### src/rtl/ps2_ctrl_decoder.sv
// ps2_ctrl_decoder
//   PS/2 keyboard receiver (scan-code set 2) that turns make/break codes of
//   the direction and fire keys into held-level steering controls.
//
//   Ports
//     clk        in   system clock
//     reset      in   asynchronous active-low reset (0 = reset)
//     ps2_clk    in   raw PS/2 clock pin (asynchronous)
//     ps2_data   in   raw PS/2 data pin (asynchronous)
//     ctrl_up    out  Up-arrow (E0 75) or W (1D) held
//     ctrl_down  out  Down-arrow (E0 72) or S (1B) held
//     ctrl_left  out  Left-arrow (E0 6B) or A (1C) held
//     ctrl_right out  Right-arrow (E0 74) or D (23) held
//     ctrl_fire  out  Z (1A) held
//     scan_valid out  one-cycle pulse, good byte received
//     scan_code  out  last good byte, stable until the next scan_valid
//     frame_err  out  one-cycle pulse on parity/stop error or timeout abort
//     dbg_state  out  frame FSM state (IDLE=0, DATA=1, PARITY=2, STOP=3)
//
//   Handshake: scan_valid is a single-cycle qualifier with no back-pressure;
//   scan_code and ctrl_* already carry the decoded result in that cycle.
module ps2_ctrl_decoder #(
  parameter int FILTER_LEN = 8,
  parameter int TIMEOUT    = 200000
) (
  input  logic       clk,
  input  logic       reset,
  input  logic       ps2_clk,
  input  logic       ps2_data,
  output logic       ctrl_up,
  output logic       ctrl_down,
  output logic       ctrl_left,
  output logic       ctrl_right,
  output logic       ctrl_fire,
  output logic       scan_valid,
  output logic [7:0] scan_code,
  output logic       frame_err,
  output logic [1:0] dbg_state
);

  localparam int FCW = (FILTER_LEN > 1) ? $clog2(FILTER_LEN) : 1;
  localparam int TOW = (TIMEOUT > 1) ? $clog2(TIMEOUT) : 1;
  localparam logic [FCW-1:0] FILT_MAX = FCW'(FILTER_LEN - 1);
  localparam logic [TOW-1:0] TO_MAX   = TOW'(TIMEOUT - 1);

  // Key latch indices
  localparam int K_UP_ARR  = 0;
  localparam int K_W       = 1;
  localparam int K_DN_ARR  = 2;
  localparam int K_S       = 3;
  localparam int K_LF_ARR  = 4;
  localparam int K_A       = 5;
  localparam int K_RT_ARR  = 6;
  localparam int K_D       = 7;
  localparam int K_Z       = 8;

  typedef enum logic [1:0] {
    ST_IDLE   = 2'd0,
    ST_DATA   = 2'd1,
    ST_PARITY = 2'd2,
    ST_STOP   = 2'd3
  } state_e;

  // ---------------- input synchronisers ----------------
  logic clk_s1_q, clk_s2_q, dat_s1_q, dat_s2_q;

  always_ff @(posedge clk or negedge reset) begin
    if (!reset) begin
      clk_s1_q <= 1'b1;
      clk_s2_q <= 1'b1;
      dat_s1_q <= 1'b1;
      dat_s2_q <= 1'b1;
    end else begin
      clk_s1_q <= ps2_clk;
      clk_s2_q <= clk_s1_q;
      dat_s1_q <= ps2_data;
      dat_s2_q <= dat_s1_q;
    end
  end

  // ---------------- clock glitch filter ----------------
  // The counter runs while the synchronised clock disagrees with the filtered
  // level; any agreeing sample restarts it, so only a run of FILTER_LEN
  // consecutive differing samples flips the filtered clock.
  logic           filt_q, filt_d;
  logic [FCW-1:0] fcnt_q, fcnt_d;
  logic           strobe;

  always_comb begin
    filt_d = filt_q;
    fcnt_d = fcnt_q;
    strobe = 1'b0;
    if (clk_s2_q == filt_q) begin
      fcnt_d = '0;
    end else if (fcnt_q == FILT_MAX) begin
      filt_d = clk_s2_q;
      fcnt_d = '0;
      strobe = ~clk_s2_q;
    end else begin
      fcnt_d = fcnt_q + 1'b1;
    end
  end

  always_ff @(posedge clk or negedge reset) begin
    if (!reset) begin
      filt_q <= 1'b1;
      fcnt_q <= '0;
    end else begin
      filt_q <= filt_d;
      fcnt_q <= fcnt_d;
    end
  end

  // ---------------- frame FSM ----------------
  state_e         state_q, state_d;
  logic [2:0]     bit_cnt_q, bit_cnt_d;
  logic [7:0]     shift_q, shift_d;
  logic           par_q, par_d;
  logic [TOW-1:0] to_cnt_q, to_cnt_d;
  logic           byte_ok, byte_bad, timeout;

  always_comb begin
    state_d   = state_q;
    bit_cnt_d = bit_cnt_q;
    shift_d   = shift_q;
    par_d     = par_q;
    to_cnt_d  = to_cnt_q;
    byte_ok   = 1'b0;
    byte_bad  = 1'b0;
    timeout   = 1'b0;
    if (strobe) begin
      to_cnt_d = '0;
      case (state_q)
        ST_IDLE: begin
          if (!dat_s2_q) begin
            state_d   = ST_DATA;
            bit_cnt_d = 3'd0;
          end
        end
        ST_DATA: begin
          // LSB arrives first, so shift right and insert at the top.
          shift_d   = {dat_s2_q, shift_q[7:1]};
          bit_cnt_d = bit_cnt_q + 3'd1;
          if (bit_cnt_q == 3'd7) state_d = ST_PARITY;
        end
        ST_PARITY: begin
          par_d   = dat_s2_q;
          state_d = ST_STOP;
        end
        ST_STOP: begin
          if (dat_s2_q && (^{shift_q, par_q})) byte_ok  = 1'b1;
          else                                 byte_bad = 1'b1;
          state_d = ST_IDLE;
        end
        default: state_d = ST_IDLE;
      endcase
    end else if (state_q != ST_IDLE) begin
      if (to_cnt_q == TO_MAX) begin
        timeout  = 1'b1;
        state_d  = ST_IDLE;
        to_cnt_d = '0;
      end else begin
        to_cnt_d = to_cnt_q + 1'b1;
      end
    end
  end

  always_ff @(posedge clk or negedge reset) begin
    if (!reset) begin
      state_q   <= ST_IDLE;
      bit_cnt_q <= 3'd0;
      shift_q   <= 8'h00;
      par_q     <= 1'b0;
      to_cnt_q  <= '0;
    end else begin
      state_q   <= state_d;
      bit_cnt_q <= bit_cnt_d;
      shift_q   <= shift_d;
      par_q     <= par_d;
      to_cnt_q  <= to_cnt_d;
    end
  end

  // ---------------- make/break decode ----------------
  // Decoding is computed from the stop-bit strobe so the key latches load on
  // the same edge that raises scan_valid; ctrl_* thus reflect the byte in the
  // scan_valid cycle itself.
  logic [8:0] keys_q, keys_d;
  logic       ext_q, ext_d, brk_q, brk_d;

  always_comb begin
    keys_d = keys_q;
    ext_d  = ext_q;
    brk_d  = brk_q;
    if (timeout || byte_bad) begin
      // Drop any half-received prefix sequence; held keys stay held.
      ext_d = 1'b0;
      brk_d = 1'b0;
    end else if (byte_ok) begin
      case (shift_q)
        8'hE0: ext_d = 1'b1;
        8'hF0: brk_d = 1'b1;
        default: begin
          // The ext bit is part of the lookup key, so an arrow never matches
          // without E0 and a letter never matches with it.
          case ({ext_q, shift_q})
            9'h175: keys_d[K_UP_ARR] = ~brk_q;
            9'h01D: keys_d[K_W]      = ~brk_q;
            9'h172: keys_d[K_DN_ARR] = ~brk_q;
            9'h01B: keys_d[K_S]      = ~brk_q;
            9'h16B: keys_d[K_LF_ARR] = ~brk_q;
            9'h01C: keys_d[K_A]      = ~brk_q;
            9'h174: keys_d[K_RT_ARR] = ~brk_q;
            9'h023: keys_d[K_D]      = ~brk_q;
            9'h01A: keys_d[K_Z]      = ~brk_q;
            default: ;
          endcase
          ext_d = 1'b0;
          brk_d = 1'b0;
        end
      endcase
    end
  end

  logic       scan_valid_q, frame_err_q;
  logic [7:0] scan_code_q;

  always_ff @(posedge clk or negedge reset) begin
    if (!reset) begin
      keys_q       <= 9'd0;
      ext_q        <= 1'b0;
      brk_q        <= 1'b0;
      scan_valid_q <= 1'b0;
      scan_code_q  <= 8'h00;
      frame_err_q  <= 1'b0;
    end else begin
      keys_q       <= keys_d;
      ext_q        <= ext_d;
      brk_q        <= brk_d;
      scan_valid_q <= byte_ok;
      if (byte_ok) scan_code_q <= shift_q;
      frame_err_q  <= byte_bad | timeout;
    end
  end

  assign ctrl_up    = keys_q[K_UP_ARR] | keys_q[K_W];
  assign ctrl_down  = keys_q[K_DN_ARR] | keys_q[K_S];
  assign ctrl_left  = keys_q[K_LF_ARR] | keys_q[K_A];
  assign ctrl_right = keys_q[K_RT_ARR] | keys_q[K_D];
  assign ctrl_fire  = keys_q[K_Z];
  assign scan_valid = scan_valid_q;
  assign scan_code  = scan_code_q;
  assign frame_err  = frame_err_q;
  assign dbg_state  = state_q;

endmodule

### config.mk
export PLATFORM = sky130hd
export DESIGN_NAME = ps2_ctrl_decoder
export DESIGN_NICKNAME = d
export VERILOG_FILES = /design/src/rtl/ps2_ctrl_decoder.sv
export SDC_FILE = /design/constraint.sdc
export NUM_CORES = 1
export LEC_CHECK = 0
export BUFFER_PORTS_ARGS = -buffer_cell sky130_fd_sc_hd__buf_2
export CORE_MARGIN = 4
export CORE_UTILIZATION = 42
export CTS_BUF_LIST = sky130_fd_sc_hd__clkbuf_2
export DETAILED_ROUTE_END_ITERATION = 12
export PLACE_DENSITY = 0.63
export SETUP_SLACK_MARGIN = 0.5
export SLEW_MARGIN = 5
export SYNTH_ARGS = -nofsm -noshare
export SYNTH_HDL_FRONTEND = slang
export SYNTH_SLANG_ARGS = --single-unit
export TNS_END_PERCENT = 30
### constraint.sdc
create_clock -name clk -period 2.2 [get_ports clk]
set_input_delay 0 -clock clk [delete_from_list [all_inputs] [get_ports clk]]
set_output_delay 0 -clock clk [all_outputs]
set_load 0.05 [all_outputs]
=== Yosys cells after proc, flatten, opt, wreduce, memory -nomap -nowiden ===
Cells that the tools add are included.
Widths: inputs -> output; s select.

* Register bits: 61
* Input port bits: 4
* Output and inout port bits: 17
* Logic and storage cells: 117

* Add/subtract/negate cells: 3
* Eq/ne operators: 23
* Mux-type cells: 30
* Bitwise logic cells: 10
* Reductions and logical operators: 26

{| class="wikitable"
|+ Operators by type and width
! kind !! count
|-
| $mux 18 || 3
|-
| $reduce_and 4->1 || 10
|-
| $eq 9x5->1 const B || 4
|-
| $eq 9x9->1 const B || 4
|-
| $add 18x1->18 const B || 1
|-
| $eq 18x18->1 const B || 1
|-
| $eq 8x8->1 const B || 2
|-
| $mux 1 || 15
|-
| $mux 2 || 5
|-
| $reduce_and 2->1 || 5
|-
| $reduce_bool 2->1 || 5
|-
| $eq 9x6->1 const B || 1
|-
| $mux 3 || 3
|-
| $reduce_xor 9->1 || 1
|-
| $pmux 2 s4 || 1
|-
| $add 3x1->3 const B || 2
|-
| $eq 3x3->1 const B || 2
|-
| $ne 2x2->1 const B || 3
|-
| $ne 3x3->1 const B || 2
|-
| $pmux 3 s2 || 1
|-
| $not 1->1 || 5
|-
| $or 1x1->1 || 5
|-
| $eq 2x2->1 const B || 2
|-
| $pmux 1 s2 || 2
|-
| 7 further kinds || 7
|}

=== Longest topological paths before layout ===
Gate-level depths: netlist (run 1).

* Word-level depth: 8
* Gate-level depth with buffers: 8
* Gate-level depth less buffers: 7

=== Least setup slack after synthesis (run 1) ===
No wires, ideal clock.

* Kind: register to register
* From: register state_q[0], in the netlist dbg_state[0]
* To: register to_cnt_q[5]
* Setup time: 121 ps
* Arrival time: 1,959 ps
* Required time: 2,079 ps
* Slack: 119 ps
* Stages on the path, launching flop included: 8
* Path buffers: 1
* Period minus slack after synthesis: 2,081 ps
* Cell sequence: dfrtp_1 inv_1 ha_1 clkbuf_1 a21oi_1 and3_1 xnor2_1 nor2_1

* Longest elaborated chain between the ends: 2

{| class="wikitable"
|+ Ends and longest elaborated chain
! element !! line !! text
|-
| start: declaration || 115 || <nowiki>state_e state_q, state_d;</nowiki>
|-
| start signal: assignment || 176 || <nowiki>state_q <= state_d;</nowiki>
|-
| $reduce_bool 2->1 || 157 || <nowiki>end else if (state_q != ST_IDLE) begin</nowiki>
|-
| $reduce_bool 2->1 (no line) || n/a ||
|-
| end signal: assignment || 180 || <nowiki>to_cnt_q <= to_cnt_d;</nowiki>
|-
| end: declaration || 119 || <nowiki>logic [TOW-1:0] to_cnt_q, to_cnt_d;</nowiki>
|}

Every way passes these cells.
A chain may end at the register's enable or synchronous reset.

=== Worst setup path after layout (run 1) ===
* From: register shift_q[2]
* To: register scan_code_q[7], in the netlist scan_code[7]

* Longest elaborated chain between the ends: 5

{| class="wikitable"
|+ Ends and longest elaborated chain
! element !! line !! text
|-
| start: declaration || 117 || <nowiki>logic [7:0] shift_q, shift_d;</nowiki>
|-
| start signal: assignment || 178 || <nowiki>shift_q <= shift_d;</nowiki>
|-
| $reduce_xor 9->1 || 151 || <nowiki>if (dat_s2_q && (^{shift_q, par_q})) byte_ok = 1'b1;</nowiki>
|-
| $logic_and 1x1->1 || 151 ||
|-
| $mux 1 || 151 ||
|-
| $mux 1 || 133 || <nowiki>case (state_q)</nowiki>
|-
| $mux 1 || 131 || <nowiki>if (strobe) begin</nowiki>
|-
| net byte_ok || 120 || <nowiki>logic byte_ok, byte_bad, timeout;</nowiki>
|-
| end signal: assignment || 241 || <nowiki>if (byte_ok) scan_code_q <= shift_q;</nowiki>
|-
| end: declaration || 226 || <nowiki>logic [7:0] scan_code_q;</nowiki>
|}

The timed path passes the listed nets, and every way through them passes these cells.

==> metrics, run 1 <==
run status=completed; Worst path slowest cell=xnor3_2; Yosys reg bits=61; pre-CTS setup slack=0.0847 ns; CTS root buf=clkbuf_2; Worst Setup End Kind=flip-flop; startpoint types=flip-flop; Pre-Repair DR Iteration Count=4; Synth cell types=45; total gr overflow=0; Synth Area in Adders=3.78%; Residual DRC=0; crit-path leading delay family=XOR/XNOR gates; Leak Pwr=1.75 nW; Min-Delay Path Class=in2async; clk_skew=0.0424 ns; post-route ant nets=0; placed cell area=3300 µm²; Syn Nets=286; clk slew on worst S/H paths=0.19 ns; vias in the first global route=2191; worst skew pair latency=0.51 ns; clk sink count=61; largest family of logic cells by synthesized area=simple AND/OR/NAND/NOR gates; total number of vias=2194; min cycle time layout=2.08 ns; DRT iter0 DRCs=50; Syn Area/Cell=10.9 µm²; delay of the slowest critical-path stage=0.47 ns; Post-Syn Instances=273; pwr/cell area=655 nW/µm²; crit path DAT=2.49 ns; WP data required=2.61 ns; DP HPWL=3.95 mm; cell area after synthesis=2980 µm²; final worst slack=0.123 ns; Crit path buffers/inverters=0; top cells by area, synth=dfrtp_1 47%, mux2_2 6.4%, dfstp_2 4.4%; die width=92.3 µm; RSZ-0062 raised after global routing=true; Multi-input gate area=1650 µm²; Worst-Margin Slew=0.539 ns; first-pass GRT wire length=10.4 mm; row count=30; initial antenna violation count=0; Most common cell on crit path=xnor3_2; GP Congestion=0.737; input/output buffers=20; EDFF count, synth=0; crit path kind=reg2reg; Area Overhead vs Synth=28.2%; GRT Util Overall=15.5%; total CTS buffers=9; fin nets=336; asr flop ratio synth=100%; antenna diode count=0; Clock Path Buffers=2; simple-gate share of the synthesized area=18.4%; sequential-to-total area share from yosys stat=51.4%; H-tree levels=3; Fillers=587; FF+latch area=1540 µm²; mux cell area share after synthesis=9.78%; final period utilization=94.4%; XOR/XNOR share of the synthesized area=7.47%; crit-path cells=xnor2_1, xnor3_2, xnor3_2, nor2_4, mux2_4; Final Hold Viols=0; MaxCap Viol Count=0; Relative slew margins=64.1%; Core Area=6830 µm²; DR vias/cell=5.17; setup TNS=0 ns; Ys Warns=0; flop2flop setup slack=0.12 ns; die height=92.3 µm; num ports=21; post-synth top area cell=dfrtp_1; CP max FO=5; top_reg_cell synth=dfrtp_1; Routed WL per cell=14.7 µm; design area=3820 µm²; maximum clock rate=0.481 GHz; largest net degree at the start of global routing=25; post-synthesis compound-gate area fraction=5.79%; Setup violations, final=0; die footprint=8510 µm²; share of the synthesized area in the top cell type=47.0%; final slew viol count=0; Routed WL=6.21 mm; Total Power=2.50 mW; CTS tree=built; layout cell share with drive strength beyond 1=37.8%; maximum vdd drop=412 µV; Starting Density=43.6%
per-stage QoR:
stage / util (%) / hold WS [ns] / std cells
after floorplan: - / -0.296 / 273
after global placement: 48.3 / 0.0105 / 393
after detailed placement: 48.3 / 0.0127 / 393
after CTS: 52.7 / 0.0158 / 417
after global routing: 56.0 / 0.0355 / 424
final: 56.0 / 0.0273 / 424
state kept, by name (all words and copies together) (netlist names):
signal and flops:
frame_err 1, to_cnt_q 18, fcnt_q 3, dbg_state 2, scan_valid 1, shift_q 8
filt_q 1, clk_s2_q 1, par_q 1, scan_code 8, ext_q 1, dat_s2_q 1
dat_s1_q 1, bit_cnt_q 3, brk_q 1, clk_s1_q 1, keys_q 9
path summary, 6_finish.rpt:
path,start,to,cells after the start
min in group clk,ps2_data,dat_s1_q$_DFF_PN1_,2
min reg2reg,clk_s1_q$_DFF_PN1_,clk_s2_q$_DFF_PN1_,0
max,shift_q[2]$_DFFE_PN0P_,scan_code[7]$_DFFE_PN0N_,5
max reg2reg,shift_q[2]$_DFFE_PN0P_,scan_code[7]$_DFFE_PN0N_,5
max in group asynchronous,reset,brk_q$_DFFE_PN0P_,3
min,reset,dbg_state[1]$_DFFE_PN0P_,2
synth_stat cells (4+ instances only):
cell type and count:
inv_1 14, clkbuf_1 6, mux2_2 17, xnor2_1 8, a21oi_1 6, nand3b_1 4
o21ai_0 5, dfrtp_1 56, ha_1 9, dfstp_2 5, mux2i_1 10, nand4_1 8
nand2_1 24, nand3_1 11, xor2_1 12, nor4_1 10, and3_1 4, nor2_1 21
layout make-up:
class,instances,share of cell area [%]
tap,96,3.14
sequential,61,40.2
multi-input combinational,189,43.2
inverter,14,1.37
timing repair buffer,48,8.90
clock buffer,9,1.18
clock inverter,7,1.96
cell usage in the layout, fill, tap and decap left out, drive strengths merged, types with 2 or more instances in the layout:
cell type    instances
a21oi                6
a22o                 2
and2                 3
and3                 4
buf                 45
clkbuf               9
clkinv               2
clkinvlp             3
dfrtp               56
dfstp                5
dlygate4sd3          3
ha                   9
inv                 15
mux2                17
mux2i               10
nand2               24
nand2b               3
nand3               11
nand3b               4
nand4                8
nand4b               2
nor2                23
nor2b                3
nor3                 3
nor4                10
o211ai               3
o21ai                5
o31ai                3
xnor2                8
xnor3                3
xor2                12
layer usage:
| layer | global-route usage [%] | share of wire, % | up-vias |
|---|---|---|---|
| li1 | - | - | 1062 |
| met3 | 4.18 | 4.0 | 9 |
| met4 | 5.57 | 1.6 | 0 |
| met2 | 25.4 | 50 | 43 |
| met5 | 0 | 0 | - |
| met1 | 19.6 | 45 | 1080 |
cells by family after synthesis:
logic type / after synthesis
and+or+nand+nor: 103
DFF: 61
muxes: 27
AOI/OAI and AO/OA: 26
buffers and inverters: 25
xor gates and xnor gates: 22
adders and majority gates: 9
repair_timing:
item	CTS	global route
pin swaps	8	14
setup buffers	3	7
endpoints found under the setup margin	45	51
gates cloned	2	0
hold buffers	3	0
gates resized for setup	20	34
endpoints found under the hold margin	63	0
report_power, final:
| group | leakage [nW] | internal, mW | switching (mW) |
|---|---|---|---|
| Combinational | 0.866 | 0.189 | 0.272 |
| Sequential | 0.815 | 1.23 | 0.0984 |
| Clock | 0.0645 | 0.264 | 0.454 |
| Total | 1.75 | 1.68 | 0.824 |
(Power assumes the default switching activity.)
==> run 2: changes to the inputs <==
--- a/config.mk
+++ b/config.mk
@@ -6,10 +6,10 @@
 export NUM_CORES = 1
 export LEC_CHECK = 0
 export BUFFER_PORTS_ARGS = -buffer_cell sky130_fd_sc_hd__buf_2
-export CORE_MARGIN = 4
 export CORE_UTILIZATION = 42
 export CTS_BUF_LIST = sky130_fd_sc_hd__clkbuf_2
 export DETAILED_ROUTE_END_ITERATION = 12
+export GPL_TIMING_DRIVEN = 0
 export PLACE_DENSITY = 0.63
 export SETUP_SLACK_MARGIN = 0.5
 export SLEW_MARGIN = 5
==> run 2 against run 1 <==
  * Final cell count increased by 2.6%
  * Clock-buffer cell count grew 1
  * Wire length is essentially flat
  * Fmax decreased by 1.1%
  * Critical path depth increased by 1
  * Cell area up 2.5%
  * First-iteration DRC count up 76%
  * Die area fell by 13%
  * Flip-flop and latch count unchanged
  * Critical path type unchanged
  * Critical endpoint is now keys_q[6]$_DFFE_PN0P_
  * Largest cell class unchanged
  * Highest routed layer unchanged
==> metrics, run 2 (synthesized netlist as in run 1, its figures left out) <==
run status=completed; most common cell after layout, fill and taps aside=dfrtp_1; Starting Density=43.6%; delay of the slowest critical-path stage=0.46 ns; crit path kind=reg2reg; die width=86.3 µm; Biggest register=to_cnt_q; Worst-Margin Slew=0.776 ns; CTS tree=built; final worst slack=0.0990 ns; total CTS buffers=9; Area Overhead vs Synth=31.3%; H-tree levels=3; Routed WL per cell=14.3 µm; GRT Util Overall=18.6%; vias in the first global route=2222; post-route ant nets=0; fin nets=347; WP data required=2.61 ns; final period utilization=95.5%; crit-path cells=xnor2_1, xnor3_2, xnor3_2, buf_6, nor4_4, mux2i_1; row count=30; DR vias/cell=5.19; RSZ-0062 raised after global routing=true; layout cell share with drive strength beyond 1=38.1%; Top Registers=to_cnt_q: 18 flops, keys_q: 9 flops; Most common cell on crit path=xnor3_2; Relative slew margins=48.3%; Min-Delay Path Class=in2async; pwr/cell area=654 nW/µm²; maximum vdd drop=486 µV; clk slew on worst S/H paths=0.17 ns; Core Area=6830 µm²; Pre-Repair DR Iteration Count=4; GP Congestion=0.762; input/output buffers=20; largest net degree at the start of global routing=62; number of flip-flops in the largest register=18; antenna diode count=0; Final Hold Viols=0; Clock Path Buffers=2; total number of vias=2258; CP max FO=5; min cycle time layout=2.10 ns; first-pass GRT wire length=10.7 mm; initial antenna violation count=0; die height=86.3 µm; crit path DAT=2.51 ns; clk sink count=61; total gr overflow=0; worst hold slack=0.0929 ns; worst skew pair latency=0.49 ns; Worst path slowest cell=xnor3_2; Routed WL=6.22 mm; Setup violations, final=0; Worst Setup End Kind=flip-flop; clk_skew=0.0275 ns; MaxCap Viol Count=0; DRT iter0 DRCs=88; CTS root buf=clkbuf_2; most frequent cells in the layout=51 x dfrtp_1, 23 x buf_4, 22 x nand2_1, 20 x buf_2, 20 x nor2_1; die footprint=7440 µm²; startpoint types=flip-flop; pre-CTS setup slack=-0.120 ns; num ports=21; setup TNS=0 ns; final slew viol count=0; Leak Pwr=1.84 nW; DP HPWL=3.71 mm; maximum clock rate=0.476 GHz; Residual DRC=0
## run 2: stage by stage
stage	power (mW)	cell area, µm²	util [%]	instances
CTS	2.59	3780	55.4	426
global placement	1.77	3250	47.6	389
floorplan	1.66	3030	-	273
finish	2.56	3920	57.3	435
detailed placement	1.78	3260	47.7	389
global route	2.72	3920	57.3	435
## run 2: worst max-delay path: cells and delay by family (launching register included)
kind / cells / cell delay [ns]
xor gates and xnor gates: 3 / 0.94
DFF: 1 / 0.44
and+or+nand+nor: 1 / 0.27
muxes: 1 / 0.22
buffers and inverters: 1 / 0.17
## run 2: cell type report
cell class	count	area [µm²]
buffer	11	115
clock buffer	10	50.0
clock inverter	6	77.6
fill	597	2920
inverter	14	52.6
multi-input combinational	187	1590
sequential	61	1540
tap	96	120
timing repair buffer	50	373
## run 2: metal layers
| layer | GRT usage (%) | vias up | share of wire [%] | wire, µm |
|---|---|---|---|---|
| li1 | - | 1083 | - | - |
| met1 | 23.1 | 1130 | 45 | 2780 |
| met2 | 31.2 | 38 | 51 | 3180 |
| met3 | 5.62 | 7 | 3.3 | 205 |
| met4 | 5.91 | 0 | 0.95 | 59 |
| met5 | 0 | - | 0 | 0 |
## run 2: path summary, 6_finish.rpt
path | startpoint | to | slack [ns] | cells past startpoint
max reg2reg | shift_q[6]$_DFFE_PN0P_ | keys_q[6]$_DFFE_PN0P_ | 0.1 | 6
min reg2reg | clk_s1_q$_DFF_PN1_ | clk_s2_q$_DFF_PN1_ | 0.37 | 0
max | shift_q[6]$_DFFE_PN0P_ | keys_q[6]$_DFFE_PN0P_ | 0.1 | 6
max in group asynchronous | reset | to_cnt_q[7]$_DFFE_PN0P_ | 1.53 | 2
min in group clk | ps2_data | dat_s1_q$_DFF_PN1_ | 0.15 | 2
min | reset | keys_q[0]$_DFFE_PN0P_ | 0.09 | 2
## run 2: what timing repair did
item                                   in CTS  in global routing
buffers inserted                           16                  9
endpoints found under the hold margin      63                  0
pin swaps                                   5                  4
gates cloned                                2                  0
gates resized for setup                    44                 15
hold buffers                                3                  0
setup endpoints to repair                  53                 52
## run 2: where the power goes
part	switching [mW]	total (mW)	leakage (nW)	internal [mW]
logic	0.283	0.473	0.951	0.190
registers	0.0955	1.32	0.812	1.23
clock network	0.398	0.768	0.0808	0.371
total	0.776	2.56	1.84	1.79
==> run 3: changes to the inputs <==
--- a/config.mk
+++ b/config.mk
@@ -6,6 +6,7 @@
 export NUM_CORES = 1
 export LEC_CHECK = 0
 export BUFFER_PORTS_ARGS = -buffer_cell sky130_fd_sc_hd__buf_2
+export CORE_MARGIN = 2
 export CORE_UTILIZATION = 42
 export CTS_BUF_LIST = sky130_fd_sc_hd__clkbuf_2
 export DETAILED_ROUTE_END_ITERATION = 12
==> constraint.sdc (replaced) <==
create_clock -name clk -period 2.2 [get_ports clk]
set_input_delay 0.22 -clock clk [delete_from_list [all_inputs] [get_ports clk]]
set_output_delay 0.22 -clock clk [all_outputs]
set_load 0.05 [all_outputs]
==> run 3 against run 2 <==
  * Global-route usage down 0.38 points
  * Critical path depth up 3
  * Worst hold slack gained 0.24 ns
  * Critical endpoint is now keys_q[4]$_DFFE_PN0P_
  * Non-clock buffer count down 7
  * Die area increased by 4.7%
  * Via count shrank 0.27%
  * Wire length rose by 9.9%
  * Cell area is 6.4% higher
  * Clock-buffer cell count fell by 1
  * Register-to-register slack lost 0.06 ns
  * Highest routed layer unchanged
==> metrics, run 3 (synthesized netlist as in run 1, its figures left out) <==
most common cell after layout, fill and taps aside=dfrtp_1; number of flip-flops in the largest register=18; first-pass GRT wire length=11.0 mm; largest net degree at the start of global routing=62; crit path kind=reg2reg; Worst path slowest cell=dfrtp_1; Residual DRC=0; CTS root buf=clkbuf_2; initial antenna violation count=0; final period utilization=98.3%; total CTS buffers=9; Biggest register=to_cnt_q; Routed WL per cell=15.9 µm; Starting Density=43.6%; run status=completed; Top Registers=to_cnt_q: 18 flops, keys_q: 9 flops; die width=88.3 µm; total number of vias=2252; crit path DAT=2.58 ns; clk_skew=0.0200 ns; num ports=21; final core occ=61.0%; Relative slew margins=49.0%; DR vias/cell=5.25; row count=30; crit-path leading delay family=simple AND/OR/NAND/NOR gates; min cycle time layout=2.16 ns; Core Area=6830 µm²; Worst-Margin Slew=0.765 ns; clk slew on worst S/H paths=0.19 ns; CTS tree=built; startpoint types=flip-flop; DP HPWL=3.79 mm; Routed WL=6.83 mm; final slew viol count=0; Pre-Repair DR Iteration Count=4; die height=88.3 µm; CP max FO=5; clk sink count=61; vias in the first global route=2299; layout cell share with drive strength beyond 1=46.8%; Final Hold Viols=0; post-route ant nets=0; maximum vdd drop=586 µV; input/output buffers=20; Area Overhead vs Synth=39.7%; GRT Util Overall=18.2%; delay of the slowest critical-path stage=0.39 ns; RSZ-0062 raised after global routing=true; most frequent cells in the layout=51 x dfrtp_1, 19 x buf_2, 18 x nand2_1, 15 x mux2_4, 14 x buf_4; die footprint=7790 µm²; GP Congestion=0.781; Worst Setup End Kind=flip-flop; antenna diode count=0; MaxCap Viol Count=0; H-tree levels=3; fin nets=341; Min-Delay Path Class=in2async; crit-path cells=ha_2, ha_4, and3b_1, buf_8, and2_4, nand4_1, buf_4, nor4_4, mux2i_1; DRT iter0 DRCs=120; setup TNS=0 ns; total gr overflow=0; pwr/cell area=632 nW/µm²; Clock Path Buffers=2; Leak Pwr=1.87 nW; worst skew pair latency=0.48 ns; maximum clock rate=0.462 GHz; Crit path buffers/inverters=2; Setup violations, final=0; WP data required=2.61 ns
==> run 3: changes by cell type in the layout (fill, tap and decap cells not counted), moves of 4 or more <==
| cell | change |
|---|---|
| nand2_1 | -4 |
| buf_4 | -9 |
| buf_6 | +5 |
| nor2_1 | -7 |
| mux2_4 | +6 |
| xor2_2 | +5 |
| mux2_2 | -6 |
| xor2_1 | -5 |
| nor2_4 | +7 |
==> run 3: final timing paths <==
| path | from | to | slack, ns | depth (start not counted) |
|---|---|---|---|---|
| max in group asynchronous | reset | to_cnt_q[7]$_DFFE_PN0P_ | 1.32 | 2 |
| setup / recovery | fcnt_q[0]$_DFF_PN0_ | keys_q[4]$_DFFE_PN0P_ | 0.04 | 9 |
| min in group clk | ps2_data | dat_s1_q$_DFF_PN1_ | 0.37 | 2 |
| hold reg to reg | clk_s1_q$_DFF_PN1_ | clk_s2_q$_DFF_PN1_ | 0.37 | 0 |
| hold / removal | reset | shift_q[2]$_DFFE_PN0P_ | 0.34 | 2 |
| setup reg to reg | fcnt_q[0]$_DFF_PN0_ | keys_q[4]$_DFFE_PN0P_ | 0.04 | 9 |
==> run 3: power by group <==
part	switching, mW	total (mW)	internal, mW
registers	0.101	1.33	1.23
clock network	0.429	0.799	0.369
logic	0.304	0.507	0.203
total	0.834	2.63	1.80
==> run 3: worst reg2reg max path, stage by stage, from the launching register on <==
cell and delay, ns:
dfrtp_1 0.39, ha_2 0.19, ha_4 0.13, and3b_1 0.19, buf_8 0.14, and2_4 0.15
nand4_1 0.17, buf_4 0.22, nor4_4 0.29, mux2i_1 0.24
==> run 3: routing by layer <==
| metal | part of all wire [%] | GRT usage (%) | vias to the layer above |
|---|---|---|---|
| li1 | - | - | 1069 |
| met3 | 2.9 | 5.32 | 6 |
| met4 | 0.89 | 5.37 | 0 |
| met1 | 42 | 22.5 | 1140 |
| met2 | 54 | 31.2 | 37 |
| met5 | 0 | 0 | - |
==> run 3: timing repair <==
action | in CTS | in global routing
pin swaps | 7 | 60
hold buffers | 3 | 0
cloned | 2 | 0
endpoints found under the hold margin | 58 | 0
setup endpoints to repair | 53 | 51
buffers inserted | 11 | 8
resized for setup | 44 | 89
==> run 3: final cells by class <==
| class | instances | area [µm²] |
|---|---|---|
| timing repair buffer | 43 | 313 |
| fill | 588 | 2670 |
| tap | 96 | 120 |
| clock buffer | 9 | 45.0 |
| buffer | 11 | 136 |
| clock inverter | 7 | 90.1 |
| sequential | 61 | 1540 |
| multi-input combinational | 188 | 1870 |
| inverter | 14 | 52.6 |
==> run 3: per-stage QoR <==
stage	total power [mW]	setup slack [ns]	cells	instance area, µm²	hold WS (ns)
2_1_floorplan	1.66	0.167	273	3030	-0.0756
3_3_place_gp	1.77	-0.116	389	3250	0.326
5_1_grt	2.81	-0.0862	429	4170	0.282
4_1_cts	2.62	0.114	421	3720	0.303
6_report	2.63	0.0365	429	4170	0.338
3_5_place_dp	1.79	-0.170	389	3260	0.326
